[src/rtl/conv_ctrl_pkg.sv]
// Shared types and puncture tables for the convolutional encoder frame sequencer.
// Rate and state encodings, puncture keep masks and the default tail length.
package conv_ctrl_pkg;

  typedef enum logic [1:0] {
    RATE_1_2  = 2'd0,
    RATE_2_3  = 2'd1,
    RATE_3_4  = 2'd2,
    RATE_RSVD = 2'd3
  } rate_e;

  typedef enum logic [2:0] {
    ST_IDLE,
    ST_CLEAR,
    ST_DATA,
    ST_TAIL,
    ST_DONE
  } state_e;

  localparam int unsigned TAIL_BITS_DEF = 6;

  localparam logic [1:0] KEEP_AB = 2'b11;
  localparam logic [1:0] KEEP_A  = 2'b10;
  localparam logic [1:0] KEEP_B  = 2'b01;

  // Final phase index of each puncture pattern; reserved runs as 1/2.
  function automatic logic [1:0] punct_last_phase(input rate_e rate);
    case (rate)
      RATE_2_3: return 2'd1;
      RATE_3_4: return 2'd2;
      default:  return 2'd0;
    endcase
  endfunction

  function automatic logic [1:0] punct_mask(input rate_e rate, input logic [1:0] phase);
    logic [1:0] mask;
    mask = KEEP_AB;
    case (rate)
      RATE_2_3: mask = (phase == 2'd1) ? KEEP_A : KEEP_AB;
      RATE_3_4: begin
        case (phase)
          2'd1:    mask = KEEP_A;
          2'd2:    mask = KEEP_B;
          default: mask = KEEP_AB;
        endcase
      end
      default:  mask = KEEP_AB;
    endcase
    return mask;
  endfunction

endpackage

[src/rtl/conv_punct_phase.sv]
// Puncture phase counter and keep-mask lookup.
// Phase restarts on clr and steps once per accepted encoder beat.
import conv_ctrl_pkg::*;

module conv_punct_phase (
  input  logic       clk,
  input  logic       rst_n,
  input  logic       clr,
  input  logic       adv,
  input  rate_e      rate,
  output logic [1:0] keep
);

  logic [1:0] phase;

  always_ff @(posedge clk or negedge rst_n) begin
    if (!rst_n) begin
      phase <= '0;
    end else if (clr) begin
      phase <= '0;
    end else if (adv) begin
      phase <= (phase >= punct_last_phase(rate)) ? 2'd0 : phase + 2'd1;
    end
  end

  always_comb begin
    keep = punct_mask(rate, phase);
  end

endmodule

[src/rtl/conv_enc_seq.sv]
// Frame sequencer: serialises item bytes MSB-first into the K=7 encoder,
// clears it per frame, appends optional zero tail and drives puncture masks.
import conv_ctrl_pkg::*;

module conv_enc_seq #(
  parameter int unsigned ITEM_W    = 8,
  parameter int unsigned TAIL_BITS = TAIL_BITS_DEF,
  parameter int unsigned CNT_W     = 16
) (
  input  logic              ce_clk,
  input  logic              ce_rst_n,
  input  logic [1:0]        cfg_rate,
  input  logic              cfg_term_en,
  input  logic [ITEM_W-1:0] s_tdata,
  input  logic              s_tlast,
  input  logic              s_tvalid,
  output logic              s_tready,
  output logic              enc_clear,
  output logic              enc_bit,
  output logic [1:0]        enc_keep,
  output logic              enc_valid,
  output logic              enc_last,
  input  logic              enc_ready,
  output logic              busy,
  output logic              frame_done,
  output logic [CNT_W-1:0]  frame_cnt
);

  localparam int unsigned TW = $clog2(TAIL_BITS) + 1;

  state_e            state, state_nxt;
  logic [ITEM_W-1:0] byte_q;
  logic              last_q;
  logic              term_q;
  rate_e             rate_q;
  logic              held;
  logic [2:0]        bit_idx;
  logic [TW-1:0]     tail_cnt;
  logic              rdy_en;
  logic              beat;
  logic              load;
  logic              tail_end;
  logic [1:0]        keep;

  assign tail_end = (tail_cnt == TW'(TAIL_BITS - 1));

  always_ff @(posedge ce_clk or negedge ce_rst_n) begin
    if (!ce_rst_n) begin
      state <= ST_IDLE;
    end else begin
      state <= state_nxt;
    end
  end

  // held=0 in DATA means the previous byte ran out and none was waiting;
  // the bit stream pauses there until the next byte is loaded.
  always_comb begin
    state_nxt  = state;
    s_tready   = 1'b0;
    enc_clear  = 1'b0;
    enc_valid  = 1'b0;
    enc_bit    = 1'b0;
    enc_last   = 1'b0;
    frame_done = 1'b0;
    beat       = 1'b0;
    load       = 1'b0;
    case (state)
      ST_IDLE: begin
        s_tready = rdy_en;
        if (rdy_en && s_tvalid) begin
          load      = 1'b1;
          state_nxt = ST_CLEAR;
        end
      end
      ST_CLEAR: begin
        enc_clear = 1'b1;
        state_nxt = ST_DATA;
      end
      ST_DATA: begin
        if (held) begin
          enc_valid = 1'b1;
          enc_bit   = byte_q[~bit_idx];
          enc_last  = last_q && !term_q && (bit_idx == 3'd7);
          beat      = enc_ready;
          if (enc_ready && (bit_idx == 3'd7)) begin
            if (last_q) begin
              state_nxt = term_q ? ST_TAIL : ST_DONE;
            end else begin
              s_tready = 1'b1;
              load     = s_tvalid;
            end
          end
        end else begin
          s_tready = 1'b1;
          load     = s_tvalid;
        end
      end
      ST_TAIL: begin
        enc_valid = 1'b1;
        enc_last  = tail_end;
        beat      = enc_ready;
        if (enc_ready && tail_end) begin
          state_nxt = ST_DONE;
        end
      end
      ST_DONE: begin
        frame_done = 1'b1;
        state_nxt  = ST_IDLE;
      end
      default: state_nxt = ST_IDLE;
    endcase
  end

  always_ff @(posedge ce_clk or negedge ce_rst_n) begin
    if (!ce_rst_n) begin
      byte_q    <= '0;
      last_q    <= 1'b0;
      term_q    <= 1'b0;
      rate_q    <= RATE_1_2;
      held      <= 1'b0;
      bit_idx   <= '0;
      tail_cnt  <= '0;
      rdy_en    <= 1'b0;
      frame_cnt <= '0;
    end else begin
      rdy_en <= 1'b1;
      if (load) begin
        byte_q <= s_tdata;
        last_q <= s_tlast;
      end
      if (state == ST_IDLE && load) begin
        rate_q <= rate_e'(cfg_rate);
        term_q <= cfg_term_en;
      end
      case (state)
        ST_CLEAR: begin
          bit_idx  <= '0;
          tail_cnt <= '0;
          held     <= 1'b1;
        end
        ST_DATA: begin
          if (beat) begin
            bit_idx <= bit_idx + 3'd1;
          end
          if (!held) begin
            held <= load;
          end else if (beat && (bit_idx == 3'd7)) begin
            held <= load;
          end
        end
        ST_TAIL: begin
          if (beat) begin
            tail_cnt <= tail_cnt + TW'(1);
          end
        end
        ST_DONE: begin
          frame_cnt <= frame_cnt + CNT_W'(1);
        end
        default: ;
      endcase
    end
  end

  conv_punct_phase u_punct (
    .clk   (ce_clk),
    .rst_n (ce_rst_n),
    .clr   (state == ST_CLEAR),
    .adv   (beat),
    .rate  (rate_q),
    .keep  (keep)
  );

  assign enc_keep = enc_valid ? keep : 2'b00;
  assign busy     = (state != ST_IDLE);

endmodule

[config.mk]
export PLATFORM = sky130hd
export DESIGN_NAME = conv_enc_seq
export DESIGN_NICKNAME = d
export VERILOG_FILES = /design/src/rtl/conv_ctrl_pkg.sv /design/src/rtl/conv_punct_phase.sv /design/src/rtl/conv_enc_seq.sv
export SDC_FILE = /design/constraint.sdc
export NUM_CORES = 1
export LEC_CHECK = 0
export CELL_PAD_IN_SITES_DETAIL_PLACEMENT = 0
export CELL_PAD_IN_SITES_GLOBAL_PLACEMENT = 1
export CORE_MARGIN = 5
export CORE_UTILIZATION = 41
export CTS_CLUSTER_DIAMETER = 30
export DETAILED_ROUTE_END_ITERATION = 7
export GPL_ROUTABILITY_DRIVEN = 0
export GPL_TIMING_DRIVEN = 1
export PLACE_DENSITY = 0.76
export SETUP_SLACK_MARGIN = 0.05
export SYNTH_ARGS = -nofsm -noshare
export SYNTH_HDL_FRONTEND = slang
export SYNTH_SLANG_ARGS = --single-unit
[constraint.sdc]
create_clock -name ce_clk -period 2.3 [get_ports ce_clk]
set_input_delay 0.345 -clock ce_clk [delete_from_list [all_inputs] [get_ports ce_clk]]
set_output_delay 0.345 -clock ce_clk [all_outputs]
set_load 0.01 [all_outputs]
Word-level counts from Yosys, hierarchy flattened
Cells that the tools add are included.
{"block": "op_classes", "n_reduce_logical": 16, "muxes": 45, "n_eq_ne": 17, "n_addsub": 4, "n_lt_le_gt_ge": 2, "n_bitwise": 1}
{"operator": "two-way mux 3 bit", "n": 7}
{"operator": "two-way mux 1 bit", "n": 18}
{"operator": "adder 16 x 1 -> 16 bit, second input constant", "n": 1}
{"operator": "!= test 2 bit, second input constant", "n": 7}
{"operator": "two-way mux 2 bit", "n": 6}
{"operator": "one-hot mux 1 bit (2 select lines)", "n": 6}
{"operator": "one-hot mux 2 bit (2 select lines)", "n": 3}
{"operator": "one-hot mux 3 bit (4 select lines)", "n": 1}
{"operator": "one-hot mux 4 bit (2 select lines)", "n": 1}
{"operator": "logical AND 1 bit", "n": 7}
{"operator": "== test 3 x 2 -> 1 bit, second input constant", "n": 2}
{"operator": "== test 3 bit, second input constant", "n": 2}
{"operator": "one-hot mux 3 bit (2 select lines)", "n": 1}
{"operator": "nonzero test 2 bit", "n": 3}
{"operator": "AND reduction 5 bit", "n": 1}
{"operator": "adder 4 x 1 -> 4 bit, second input constant", "n": 1}
{"operator": "== test 2 x 1 -> 1 bit, second input constant", "n": 2}
{"operator": "== test 2 bit, second input constant", "n": 2}
{"operator": "== test 4 x 3 -> 1 bit, second input constant", "n": 1}
{"operator": "< comparator 3 x 4 -> 1 bit, second input constant", "n": 1}
{"operator": "two-way mux 4 bit", "n": 1}
{"operator": "AND reduction 2 bit", "n": 2}
{"operator": "adder 3 x 1 -> 3 bit, second input constant", "n": 1}
{"operator": "binary-select mux 1 bit (select 3 bit)", "n": 1}
{"operator": "7 further kinds", "n": 7}
{"block": "word_totals", "register_bits": 42, "word_cells": 96, "in_bits": 16, "out_inout_bits": 25}

Depth between registers and ports, before layout
{"block": "logic_depth", "word_depth": 8, "mapped_depth": 7, "depth_no_buf": 7}

By module
A second synthesis with hierarchy kept.
{"block": "hier_totals", "hier_cells": 198, "area_unflattened_um2": 2238.4}
{"mod": "conv_enc_seq", "seq_area_each_um2": 1001.0, "area_per_inst_um2": 2001.9, "n_inst": 1, "cells_each": 173}
{"mod": "conv_punct_phase", "seq_area_each_um2": 50.0, "area_per_inst_um2": 236.5, "n_inst": 1, "cells_each": 25}

Worst setup path after synthesis
Ideal clock, no wire load.
{"block": "synth_path", "path_type": "register to register", "from": "reg bit_idx[0]", "to": "reg byte_q[0]", "path_stages_with_launch": 7, "setup_slack_ns": 0.410, "synth_period_minus_slack_ns": 1.890, "setup_time_ns": 0.128, "arrival_time_ns": 1.762, "n_path_buf": 0, "path_cell_list": "dfrtp_1 > ha_1 > ha_1 > a21bo_2 > a31o_2 > nand2_2 > mux2_1"}
{"block": "synth_between", "elab_chain_cells": 5}
{"item": "start: declaration", "line": "conv_enc_seq.sv:37", "text": "logic [2:0] bit_idx;"}
{"item": "start signal: assignment", "line": "conv_enc_seq.sv:143", "text": "bit_idx <= bit_idx + 3'd1;"}
{"item": "== test 3 bit", "line": "conv_enc_seq.sv:85", "text": "if (enc_ready && (bit_idx == 3'd7)) begin"}
{"item": "logical AND 1 bit", "line": "conv_enc_seq.sv:85"}
{"item": "two-way mux 1 bit", "line": "conv_enc_seq.sv:85"}
{"item": "two-way mux 1 bit", "line": "conv_enc_seq.sv:80", "text": "if (held) begin"}
{"item": "one-hot mux 1 bit (2 select lines)", "line": "conv_enc_seq.sv:67", "text": "case (state)"}
{"item": "end signal: assignment", "line": "conv_enc_seq.sv:128", "text": "byte_q <= s_tdata;"}
{"item": "end: declaration", "line": "conv_enc_seq.sv:32", "text": "logic [ITEM_W-1:0] byte_q;"}
Every way passes these cells.
A chain may end at the register's enable or synchronous reset.

Worst setup path in the final report
{"block": "layout_path", "from": "reg state[1]", "to": "out busy"}
{"block": "layout_between", "elab_chain_cells": 1}
{"item": "start: declaration", "line": "conv_enc_seq.sv:31", "text": "state_e state, state_nxt;"}
{"item": "start signal: assignment", "line": "conv_enc_seq.sv:51", "text": "state <= state_nxt;"}
{"item": "nonzero test 3 bit", "line": "conv_enc_seq.sv:174", "text": "assign busy = (state != ST_IDLE);"}
{"item": "end: declaration", "line": "conv_enc_seq.sv:24", "text": "output logic busy,"}
Every way passes these cells.

==> metrics.csv <==
stage;metric;value;unit
final_layout;fraction of layout cells with a size suffix above 1;15.5;%
logic_synthesis;Post-synth top flop;dfrtp_1;
cts;Clock Path Buffers;2;
job;Max Cap Viol;0;
logic_synthesis;Post-Synth Simple-Gate Area;18.9;%
logic_synthesis;async set-or-reset flop fraction in the synthesized netlist;100;%
placement;Placed Cells;320;
routing;vias per cell;4.92;
sta;Final period util;93.6;%
logic_synthesis;synthesized cell area;2240;sq um
logic_synthesis;Yosys Warn Count;0;
global_routing;largest net degree at the start of global routing;24;
logic_synthesis;Syn Inst Count;202;
sta;final hold vios;0;
routing;initial DRC count;46;
global_routing;GRT Residual Overflow;0;
final_layout;Post-Layout Inst Area;2910;sq um
final_layout;area grow syn2layout;29.7;%
routing;total iterations of the first detailed-routing run;4;
worst_setup_path;CP Cell Sequence;buf_4 -> or3_1 -> clkdlybuf4s50_1;
placement;placed instance area;2790;sq um
logic_synthesis;sequential cell area fraction in the yosys report;46.9;%
logic_synthesis;Synth Area in XOR/XNOR;5.86;%
floorplanning;Initial Util;41.5;%
global_routing;overall global routing resource usage;14.2;%
logic_synthesis;syn_nets;230;
sta;Fin Setup TNS;0;ps
power_and_ir_drop;total power density per cell area;1020;nW/um^2
logic_synthesis;EDFF count, synth;0;
placement;I/O Buffers;40;
final_layout;Layout Cells excl Fill;330;
floorplanning;die width;84.0;microns
final_layout;Ant. Diodes;0;
power_and_ir_drop;VDD IR max;0.558;mV
worst_hold_path;Hold Path Class;reg2reg;
final_layout;Final Core Density;53.8;%
cts;CTS root buf;clkbuf_8;
sta;RSZ-0062 raised after global routing;no;
logic_synthesis;syn_area_per_cell;11.1;sq um
cts;clock sink count;42;
cts;H-Tree Depth;2;
worst_setup_path;slowest stage delay, CP;490;ps
cts;Num CTS Buffers;5;
final_layout;Final #Nets;285;
logic_synthesis;largest family of logic cells by synthesized area;simple AND/OR/NAND/NOR gates;
logic_synthesis;Unique masters post-synth;49;
global_routing;global-route wire length before repair;8090;microns
floorplanning;core area;5410;sq um
logic_synthesis;mux share of post-synthesis cell area;10.8;%
floorplanning;num rows;27;
worst_setup_path;CP max-delay cell;clkdlybuf4s50_1;
sta;final-report max-slew violation count;0;
worst_setup_path;Crit Path Class;reg2out;
sta;count of final setup violators;0;
floorplanning;# IOs;41;
routing;DR vias;1625;
status;status;finished, final reports clean;
placement;HPWL after DPL;3420;microns
sta;final clock skew;10.4;ps
logic_synthesis;Synth Area in Adders;6.70;%
global_routing;vias in the first global route;1669;
floorplanning;die area;7050;sq um
routing;drt drc;0;
worst_setup_path;crit-path max FO;10;
cts;worst skew pair latency;300;ps
routing;number of nets still failing antenna checks after routing;0;
power_and_ir_drop;leak pwr;1.30;nW
routing;final WL;4570;microns
cts;TritonCTS clock tree;built;
sta;post-layout min period;2150;ps
floorplanning;Chip Height;84.0;microns
logic_synthesis;Synth Area in Compound Gates;7.65;%
sta;highest clock rate;465;MHz
worst_setup_path;CP required;1960;ps
worst_setup_path;Arr. time, crit path;1810;ps
worst_setup_path;CP startpoint kind;flip-flop;
routing;wire length per cell;13.8;microns
cts;Clock transition at path regs;90;ps
worst_setup_path;CP endpoint kind;output port;
logic_synthesis;FF+latch count, synth;42;
global_routing;initial antenna violation count;0;
metrics by stage:
step	worst slack, ps	total power (W)	hold WS [ps]
global placement	136	0.00247	328
CTS	56.5	0.00300	479
finish	148	0.00297	474
detailed placement	104	0.00249	330
floorplan	410	0.00196	49.4
global route	59.7	0.00323	504
critical path: cells and delay by family (launching register included):
| kind | cells | cell delay (ps) |
|---|---|---|
| buf+inv | 2 | 680 |
| flops | 1 | 450 |
| simple gates | 1 | 380 |
routing by layer:
layer  GRT usage, %  up-vias  part of all wire, %
met3           2.67        6                  3.7
li1               -      814                    -
met2           21.7       28                   47
met1           19.8      777                   48
met5              0        -                    0
met4           5.99        0                  1.6
path summary, 6_finish.rpt:
check                              start            end  slack, ps  cells after the start
hold / removal             frame_cnt[15]  frame_cnt[15]        470                      1
setup reg to reg              bit_idx[0]      byte_q[2]        390                      6
max in group asynchronous       ce_rst_n     bit_idx[2]       1100                      3
min in group asynchronous       ce_rst_n   frame_cnt[8]        520                      2
setup / recovery                state[1]           busy        150                      3
hold reg to reg            frame_cnt[15]  frame_cnt[15]        470                      1
state kept, by name, summed over array words and instances, names as in the netlist:
register and cells:
bit_idx 3, byte_q 8, frame_cnt 16, held 1, last_q 1, rate_q 2, rdy_en 1, state 3
tail_cnt 4, term_q 1, u_punct.phase 2
cell usage in the layout, fill, tap and decap left out, types with 6 or more instances in the layout:
master           instances
dfrtp_1                 40
nor2_1                  14
clkbuf_8                 6
clkdlybuf4s50_1         35
inv_1                   10
buf_4                   13
a21oi_1                  7
nand3_1                 11
mux2_1                  12
ha_1                    12
nand2_1                 12
xnor2_1                 13
where the power goes:
group	switching (W)	total (W)	internal [W]
sequential	0.000184	0.00113	0.000948
combinational	0.000617	0.00133	0.000714
clock	0.000263	0.000504	0.000241
synthesized netlist by cell type, drive strengths merged, types with 4 or more instances:
library cell,n,area [sq um]
o21ai,5,25.0
nand2,14,55.1
a21oi,7,35.0
ha,12,150
xnor2,13,114
nand3,11,55.1
mux2,13,146
nand3b,4,30.0
buf,4,25.0
inv,10,37.5
dfrtp,42,1050
mux2i,5,50.1
nor2,16,62.6
kinds of logic after synthesis:
kind of cell	count (synthesis)
adder cells (fa/ha/maj)	12
AO/OA/AOI/OAI	26
buffers and inverters	16
flip-flops	42
other	1
multiplexers	20
AND/OR/NAND/NOR	70
XOR/XNOR	15
cell type report:
cell class / count / area [sq um]
fill: 512 / 2500
multi-input combinational: 144 / 1130
sequential: 42 / 1050
timing repair buffer: 54 / 499
tap: 72 / 90.1
clock buffer: 6 / 82.6
inverter: 10 / 37.5
clock inverter: 2 / 12.5
repair_timing:
item	CTS	global route
endpoints found under the hold margin	1	0
gates resized for setup	6	7
hold buffers	1	0
pin swaps	1	0
setup buffers	0	1
endpoints found under the setup margin	5	5
Note: power is estimated with default switching activity, not from simulation.
